File: config.mk
export PLATFORM = sky130hd
export DESIGN_NAME = mem_copy_engine_flat
export DESIGN_NICKNAME = d
export VERILOG_FILES = /design/src/rtl/mem_copy_engine_pkg.sv /design/src/rtl/mem_copy_engine_if.sv /design/src/rtl/mem_copy_engine.sv /design/src/flat_wrapper.sv
export SDC_FILE = /design/constraint.sdc
export NUM_CORES = 1
export LEC_CHECK = 0
export BUFFER_PORTS_ARGS = -buffer_cell sky130_fd_sc_hd__buf_2
export CAP_MARGIN = 15
export CORE_AREA = 2 2 141 143
export DETAILED_ROUTE_END_ITERATION = 6
export DIE_AREA = 0 0 143 145
export PLACE_DENSITY_LB_ADDON = 0.2
export SLEW_MARGIN = 20
export SYNTH_ARGS = -nofsm -noshare
export SYNTH_HDL_FRONTEND = slang
export SYNTH_SLANG_ARGS = --single-unit
File: constraint.sdc
create_clock -name clk -period 4.3 [get_ports clk]
set_input_delay 0.86 -clock clk [delete_from_list [all_inputs] [get_ports clk]]
set_output_delay 0.86 -clock clk [all_outputs]
set_load 0.05 [all_outputs]
File: src/rtl/mem_copy_engine_pkg.sv
// Shared definitions for harness memory initiators.
// Latency: n/a (types, constants and a pure function only).
// Backpressure: n/a.
package mem_copy_engine_pkg;

  localparam int DEFAULT_ADDR_WIDTH = 10;

  // 3-bit state encodings shared with the other harness initiators
  localparam logic [2:0] ST_IDLE  = 3'd0;
  localparam logic [2:0] ST_READ  = 3'd1;
  localparam logic [2:0] ST_WRITE = 3'd2;
  localparam logic [2:0] ST_DONE  = 3'd3;
  localparam logic [2:0] ST_ABORT = 3'd4;

  typedef enum logic [2:0] {
    S_IDLE  = ST_IDLE,
    S_READ  = ST_READ,
    S_WRITE = ST_WRITE,
    S_DONE  = ST_DONE,
    S_ABORT = ST_ABORT
  } copy_state_t;

  // Next word index, wrapping back to 0 past the last addressable word
  function automatic int unsigned idx_inc(input int unsigned idx, input int unsigned mem_width);
    if (idx + 1 >= mem_width) return 0;
    return idx + 1;
  endfunction

endpackage

File: src/rtl/mem_copy_engine_if.sv
// Word-memory access bus: one read port and one write port of ideal_mem.
// Latency: read data is combinational from the read address.
// Backpressure: none; the memory accepts every access in the cycle it is issued.
interface mem_copy_engine_if #(
  parameter int ADDR_WIDTH = 10
);
  logic [ADDR_WIDTH-1:0] Raddr1;
  logic                  Rden1;
  logic [31:0]           Rdata1;
  logic [ADDR_WIDTH-1:0] Waddr;
  logic                  Wren;
  logic [31:0]           Wdata;

  modport master (
    output Raddr1, Rden1, Waddr, Wren, Wdata,
    input  Rdata1
  );

  modport slave (
    input  Raddr1, Rden1, Waddr, Wren, Wdata,
    output Rdata1
  );
endinterface

File: src/rtl/mem_copy_engine.sv
// Copies len words from src to dst index through the memory bus, summing the data read.
// Latency: two cycles per word (read then write) plus one DONE cycle; len=0 finishes in one.
// Backpressure: none from memory; start ignored while busy, abort terminates a copy in flight.
module mem_copy_engine
  import mem_copy_engine_pkg::*;
#(
  parameter int ADDR_WIDTH = DEFAULT_ADDR_WIDTH,
  parameter int MEM_WIDTH  = 2 ** (ADDR_WIDTH - 2),
  parameter int LEN_WIDTH  = ADDR_WIDTH - 1
) (
  input  logic                  clk,
  input  logic                  rst,
  input  logic                  start,
  input  logic [ADDR_WIDTH-1:0] src,
  input  logic [ADDR_WIDTH-1:0] dst,
  input  logic [LEN_WIDTH-1:0]  len,
  input  logic                  abort,
  output logic                  busy,
  output logic                  done,
  output logic                  aborted,
  output logic [31:0]           checksum,
  output logic [LEN_WIDTH-1:0]  words_done,
  mem_copy_engine_if.master     mem
);

  copy_state_t           state, state_nx;
  logic [ADDR_WIDTH-1:0] src_idx, dst_idx;
  logic [LEN_WIDTH-1:0]  len_r;
  logic [31:0]           data_r;
  logic [LEN_WIDTH:0]    wd_inc;

  // One extra bit so the "more words left" compare cannot overflow
  assign wd_inc = {1'b0, words_done} + {{LEN_WIDTH{1'b0}}, 1'b1};

  // State register
  always_ff @(posedge clk or posedge rst) begin
    if (rst) state <= S_IDLE;
    else     state <= state_nx;
  end

  // Next-state and bus/status outputs; memory strobes are zero outside their state
  always_comb begin
    state_nx   = state;
    busy       = 1'b0;
    done       = 1'b0;
    aborted    = 1'b0;
    mem.Rden1  = 1'b0;
    mem.Raddr1 = '0;
    mem.Wren   = 1'b0;
    mem.Waddr  = '0;
    mem.Wdata  = '0;
    unique case (state)
      S_IDLE: begin
        if (start) state_nx = (len == '0) ? S_DONE : S_READ;
      end
      S_READ: begin
        busy       = 1'b1;
        mem.Rden1  = 1'b1;
        mem.Raddr1 = src_idx;
        state_nx   = abort ? S_ABORT : S_WRITE;
      end
      S_WRITE: begin
        busy      = 1'b1;
        mem.Wren  = ~abort;
        mem.Waddr = dst_idx;
        mem.Wdata = data_r;
        if (abort)                     state_nx = S_ABORT;
        else if (wd_inc < {1'b0, len_r}) state_nx = S_READ;
        else                           state_nx = S_DONE;
      end
      S_DONE: begin
        busy     = 1'b1;
        done     = 1'b1;
        state_nx = S_IDLE;
      end
      S_ABORT: begin
        aborted  = 1'b1;
        state_nx = S_IDLE;
      end
      default: state_nx = S_IDLE;
    endcase
  end

  // Command latch, word pointers, data holding register and running statistics
  always_ff @(posedge clk or posedge rst) begin
    if (rst) begin
      src_idx    <= '0;
      dst_idx    <= '0;
      len_r      <= '0;
      data_r     <= '0;
      checksum   <= '0;
      words_done <= '0;
    end else begin
      unique case (state)
        S_IDLE: begin
          if (start) begin
            src_idx    <= ADDR_WIDTH'(32'(src) % MEM_WIDTH);
            dst_idx    <= ADDR_WIDTH'(32'(dst) % MEM_WIDTH);
            len_r      <= len;
            checksum   <= '0;
            words_done <= '0;
          end
        end
        S_READ: begin
          if (!abort) begin
            data_r   <= mem.Rdata1;
            checksum <= checksum + mem.Rdata1;
            src_idx  <= ADDR_WIDTH'(idx_inc(32'(src_idx), MEM_WIDTH));
          end
        end
        S_WRITE: begin
          if (!abort) begin
            words_done <= wd_inc[LEN_WIDTH-1:0];
            dst_idx    <= ADDR_WIDTH'(idx_inc(32'(dst_idx), MEM_WIDTH));
          end
        end
        default: ;
      endcase
    end
  end

endmodule

File: src/flat_wrapper.sv
// flat-port wrapper written by rule: the top's interface ports become plain ports
module mem_copy_engine_flat import mem_copy_engine_pkg::*;
#(
  parameter int ADDR_WIDTH = DEFAULT_ADDR_WIDTH,
  parameter int MEM_WIDTH  = 2 ** (ADDR_WIDTH - 2),
  parameter int LEN_WIDTH  = ADDR_WIDTH - 1
)
  (clk, rst, start, src, dst, len, abort, busy, done, aborted, checksum, words_done, mem_Raddr1, mem_Rden1, mem_Waddr, mem_Wren, mem_Wdata, mem_Rdata1);
  mem_copy_engine_if #(.ADDR_WIDTH(ADDR_WIDTH)) mem_i ();
  input  logic clk;
  input  logic rst;
  input  logic start;
  input  logic [ADDR_WIDTH-1:0] src;
  input  logic [ADDR_WIDTH-1:0] dst;
  input  logic [LEN_WIDTH-1:0] len;
  input  logic abort;
  output logic busy;
  output logic done;
  output logic aborted;
  output logic [31:0] checksum;
  output logic [LEN_WIDTH-1:0] words_done;
  output wire logic [$bits(mem_i.Raddr1)-1:0] mem_Raddr1;
  output wire logic [$bits(mem_i.Rden1)-1:0] mem_Rden1;
  output wire logic [$bits(mem_i.Waddr)-1:0] mem_Waddr;
  output wire logic [$bits(mem_i.Wren)-1:0] mem_Wren;
  output wire logic [$bits(mem_i.Wdata)-1:0] mem_Wdata;
  input wire logic [$bits(mem_i.Rdata1)-1:0] mem_Rdata1;
  assign mem_Raddr1 = mem_i.Raddr1;
  assign mem_Rden1 = mem_i.Rden1;
  assign mem_Waddr = mem_i.Waddr;
  assign mem_Wren = mem_i.Wren;
  assign mem_Wdata = mem_i.Wdata;
  assign mem_i.Rdata1 = mem_Rdata1;
  mem_copy_engine #(.ADDR_WIDTH(ADDR_WIDTH), .MEM_WIDTH(MEM_WIDTH), .LEN_WIDTH(LEN_WIDTH)) u_core (.clk(clk), .rst(rst), .start(start), .src(src), .dst(dst), .len(len), .abort(abort), .busy(busy), .done(done), .aborted(aborted), .checksum(checksum), .words_done(words_done), .mem(mem_i));
endmodule
Yosys cells after proc, flatten, opt, wreduce, memory -nomap -nowiden
Index checks and enable logic that the tools add are counted.
{"block": "word_totals", "ff_bits": 105, "inputBits": 65, "word_cells": 65}
{"block": "classes", "n_lt_le_gt_ge": 3, "eq_ne": 7, "bitwise_logic": 1, "n_reduce_logical": 9, "addsub": 4, "mux": 34}
{"cell": "2-to-1 mux 32 bit", "count": 3}
{"cell": "2-to-1 mux 10 bit", "count": 8}
{"cell": "one-hot mux 32 bit (2 select lines)", "count": 1}
{"cell": "one-hot mux 10 bit (2 select lines)", "count": 2}
{"cell": "adder 32 bit", "count": 1}
{"cell": "adder 10 x 1 -> 11 bit, second input constant", "count": 2}
{"cell": "greater-or-equal comparator 11 x 9 -> 1 bit, second input constant", "count": 2}
{"cell": "2-to-1 mux 9 bit", "count": 2}
{"cell": "one-hot mux 9 bit (2 select lines)", "count": 1}
{"cell": "2-to-1 mux 1 bit", "count": 11}
{"cell": "adder 9 x 1 -> 10 bit, second input constant", "count": 1}
{"cell": "< comparator 10 x 9 -> 1 bit", "count": 1}
{"cell": "logical NOT 9 bit", "count": 1}
{"cell": "2-to-1 mux 3 bit", "count": 3}
{"cell": "one-hot mux 3 bit (3 select lines)", "count": 1}
{"cell": "equality test 3 x 2 -> 1 bit, second input constant", "count": 2}
{"cell": "!= test 2 bit, second input constant", "count": 3}
{"cell": "AND reduction 3 bit", "count": 2}
{"cell": "2-to-1 mux 2 bit", "count": 2}
{"cell": "AND reduction 2 bit", "count": 2}
{"cell": "nonzero test 2 bit", "count": 2}
{"cell": "equality test 3 x 1 -> 1 bit, second input constant", "count": 1}
{"cell": "equality test 3 bit, second input constant", "count": 1}
{"cell": "logical NOT 3 bit", "count": 1}
{"cell": "2 further kinds", "count": 2}

Depth between registers and ports, before layout
{"block": "logic_depth", "word_depth": 8, "ltp_mapped": 10, "depth_no_buf": 10}

Worst setup path after synthesis
OpenSTA, ideal clock, no wires.
{"block": "synth_path", "path_kind": "input-to-reg", "from": "input port mem_Rdata1[19]", "to": "register u_core.checksum[30]", "arrival_ps": 2856, "n_path_buf": 1, "setup_slack_ps": 1320, "cell_stages": 9, "path_cell_list": "ha_1 > buf_2 > nand2_1 > or3_1 > or3_1 > o211ai_2 > a21oi_2 > o311a_1 > a211o_1"}
{"block": "synth_via", "elab_chain_cells": 3}
{"element": "start: declaration", "line": "flat_wrapper.sv:27", "text": "input wire logic [$bits(mem_i.Rdata1)-1:0] mem_Rdata1;"}
{"element": "adder 32 bit", "line": "mem_copy_engine.sv:107", "text": "checksum <= checksum + mem.Rdata1;"}
{"element": "2-to-1 mux 32 bit", "line": "mem_copy_engine.sv:105", "text": "if (!abort) begin"}
{"element": "one-hot mux 32 bit (2 select lines)", "line": "mem_copy_engine.sv:94", "text": "unique case (state)"}
{"element": "end signal: assignment", "line": "mem_copy_engine.sv:107"}
{"element": "end: declaration", "line": "mem_copy_engine.sv:21", "text": "output logic [31:0] checksum,"}
No other way between the ends. The select of a mux whose other input is x is not followed.
A chain may end at the register's enable or synchronous reset.

Final worst setup path
{"block": "layout_path", "from": "register u_core.state[1]", "to": "output port mem_Wren"}
{"block": "layout_via", "elab_chain_cells": 2}
{"element": "start: declaration", "line": "mem_copy_engine.sv:26", "text": "copy_state_t state, state_nx;"}
{"element": "start signal: assignment", "line": "mem_copy_engine.sv:38", "text": "else state <= state_nx;"}
{"element": "equality test 3 x 2 -> 1 bit", "line": "mem_copy_engine.sv:52", "text": "unique case (state)"}
{"element": "2-to-1 mux 1 bit", "line": "mem_copy_engine.sv:52"}
{"element": "end: declaration", "line": "flat_wrapper.sv:25", "text": "output wire logic [$bits(mem_i.Wren)-1:0] mem_Wren;"}
No other way between the ends.

==> flow_summary.ini <==
[finish]
final_nets = 1052
fin_area_um2 = 8000
fillCellCount = 1994
final_common_cell = nand2_1
finish.utilization = 0.417
multiInputGateArea_um2 = 3740
layout-drive-gt1-share = 0.201
regArea_um2 = 2630
final_cell_mix = nand2_1 (174), buf_2 (158), dfrtp_1 (105)
syn2layout_area_growth_pct = 20.5

[grt]
antenna_found_initial = 1
grt_pass1_wl_mm = 30.1
grt_usage = 0.179
grt_start_max_net_pins = 106
grt-ovfl-total = 0
grt_pass1_vias = 5868

[setup_path]
crit_chain = inv_1 -> nor3_2 -> buf_4 -> nand2b_1 -> inv_2 -> buf_2
reg2reg_depth = 8
setup.worst_path.class = register to primary output
cpPeakStageDelay_ns = 0.62
cp.depth = 6
crit_arrival_ns = 2.57
path_buf_inv = 4
critPathRequiredTime_ns = 3.44
startpoint_type = register
cp_top_family = buffers and inverters
cp_max_fo = 28
slowest_stage = dfrtp_1
cp-end-kind = primary output

[logic_synthesis]
synth-edff-count = 0
netlist_instances = 809
synthFlopType = dfrtp_1
synth_area_per_cell_um2 = 8.20
yosys_warnings = 0
yosysSeqAreaShare = 0.396
yosysUniqueCellTypes = 60
synth_nets = 917
async_flop_share = 1.00
syn_area_um2 = 6640
synth_seq_cells = 105

[timing]
max_slew_margin = 0.412
slew_violations = 0
min_period_over_period = 0.798
max_freq_ghz = 0.291
fin_tns_setup_ns = 0
worstMarginPinSlew_ns = 0.879
hold_viol = 0
fin_crit_ns = 3.43
fin_skew_ns = 0.00742
setup_viol = 0
rsz0062_at_grt = false

[clock_tree]
clk_pin_slew_worst_paths_ns = 0.07
h-tree-depth = 3
postCtsSetupBuffers = 0
cts.repair.resized = 0
numCtsBuffers = 9
cts_hold_buffers = 0
clkSinkCount = 105
cts_tree = yes
cts_buffer_depth = 2
worst_skew_pair.late_latency_ns = 0.35
cts_root_buf = clkbuf_16

[placed_design]
place_hpwl_mm = 13.3
routabilityCongestion = 0.858
port_buffers = 158
detailed_place.area_um2 = 7670

[worst_hold_path]
hold_class = register to register
hold_path_depth = 2

[drt]
drt_iter0_markers = 259
drt-met1-wl_mm = 8.90
vias_per_cell = 4.99
wl_met2_mm = 8.62
drtPass1Iterations = 4
wl_per_cell_um = 15.2
num_vias = 6066
routed.top_layer = met4
wl_mm = 18.5
ant_nets = 0
wl_met3_um = 796
drc_errors = 0

[floorplan]
core-area_um2 = 19200
die_h_um = 145
dieArea_um2 = 20700
initial_utilization = 0.346
rows = 51
ios = 163
die_w_um = 143

[outcome]
status = completed

[pwr]
p_leak_uw = 0.00416
powerDensity_nw_per_um2 = 675
ir_drop_mv = 0.269

[flow_run]
maxCapViolCount = 0
-- cells by family after synthesis --
family,after synthesis,share of synthesized area
compound gates,205,0.188
xor+xnor,34,0.0449
fa+ha+maj,43,0.0822
simple gates,344,0.237
buf+inv,73,0.0445
mux,5,0.00754
flops,105,0.396
-- registers in the layout, summed over array words and instances, names as in the netlist --
name,count
u_core.len_r,9
u_core.data_r,32
u_core.state,3
u_core.src_idx,10
u_core.words_done,9
u_core.checksum,32
u_core.dst_idx,10
-- cells in the mapped netlist, drive strengths merged, types with 17 or more instances --
library cell,count,area (um^2)
nor3,17,85.1
xor2,20,175
nor2,40,150
a21oi,48,244
dfrtp,105,2630
and2,48,300
nand2,174,653
nand3,21,105
clkbuf,32,120
ha,42,526
o21ai,79,395
inv,32,120
-- area by class of cell --
class / instances / area share
diodes: 1 / 0.000313
clock inverters: 4 / 0.00954
flip-flops and latches: 105 / 0.328
well taps: 265 / 0.0414
inverters: 32 / 0.0153
repair buffers: 165 / 0.107
clock buffers: 12 / 0.0308
multi-input cells: 631 / 0.467
-- path summary, 6_finish.rpt --
kind | startpoint | endpoint | slack, ns
setup / recovery | u_core.state[1]$_DFFE_PP0P_ | mem_Wren | 0.87
hold / removal | u_core.data_r[9]$_DFFE_PP0P_ | u_core.data_r[9]$_DFFE_PP0P_ | 0.47
setup reg to reg | u_core.checksum[15]$_DFFE_PP0P_ | u_core.checksum[30]$_DFFE_PP0P_ | 1.51
hold reg to reg | u_core.data_r[9]$_DFFE_PP0P_ | u_core.data_r[9]$_DFFE_PP0P_ | 0.47
max in group asynchronous | rst | u_core.data_r[28]$_DFFE_PP0P_ | 3.20
min in group asynchronous | rst | u_core.data_r[5]$_DFFE_PP0P_ | 0.66
-- metrics by stage --
| stage | total power (uW) | instances | hold WS, ns | worst slack (ns) |
|---|---|---|---|---|
| 3_5_place_dp | 4510 | 1198 | 0.454 | 0.944 |
| 4_1_cts | 5460 | 1214 | 0.473 | 0.794 |
| 3_3_place_gp | 4480 | 1198 | 0.450 | 0.935 |
| 5_1_grt | 5850 | 1214 | 0.493 | 0.598 |
| 6_report | 5400 | 1215 | 0.468 | 0.867 |
| 2_1_floorplan | 3820 | 809 | 0.437 | 0.679 |
-- worst register-to-register path, cell delays in order (launching register included) --
cell and delay [ns]:
dfrtp_1 0.40, ha_1 0.45, nand4_1 0.16, or3_1 0.38, or3_1 0.37, o211ai_2 0.22
a21oi_2 0.11, o311a_1 0.30, a211o_1 0.27
-- metal layers --
metal | global-route usage | up-vias
met5 | 0 | -
met4 | 0.0540 | 0
met3 | 0.0304 | 12
met2 | 0.292 | 109
met1 | 0.243 | 2884
li1 | - | 3061
-- power by group --
part / total (uW) / internal [uW] / switching, uW
clock: 926 / 529 / 396
sequential: 1620 / 1360 / 264
combinational: 2850 / 875 / 1980
No activity file was read; power rests on OpenSTA's default activity.
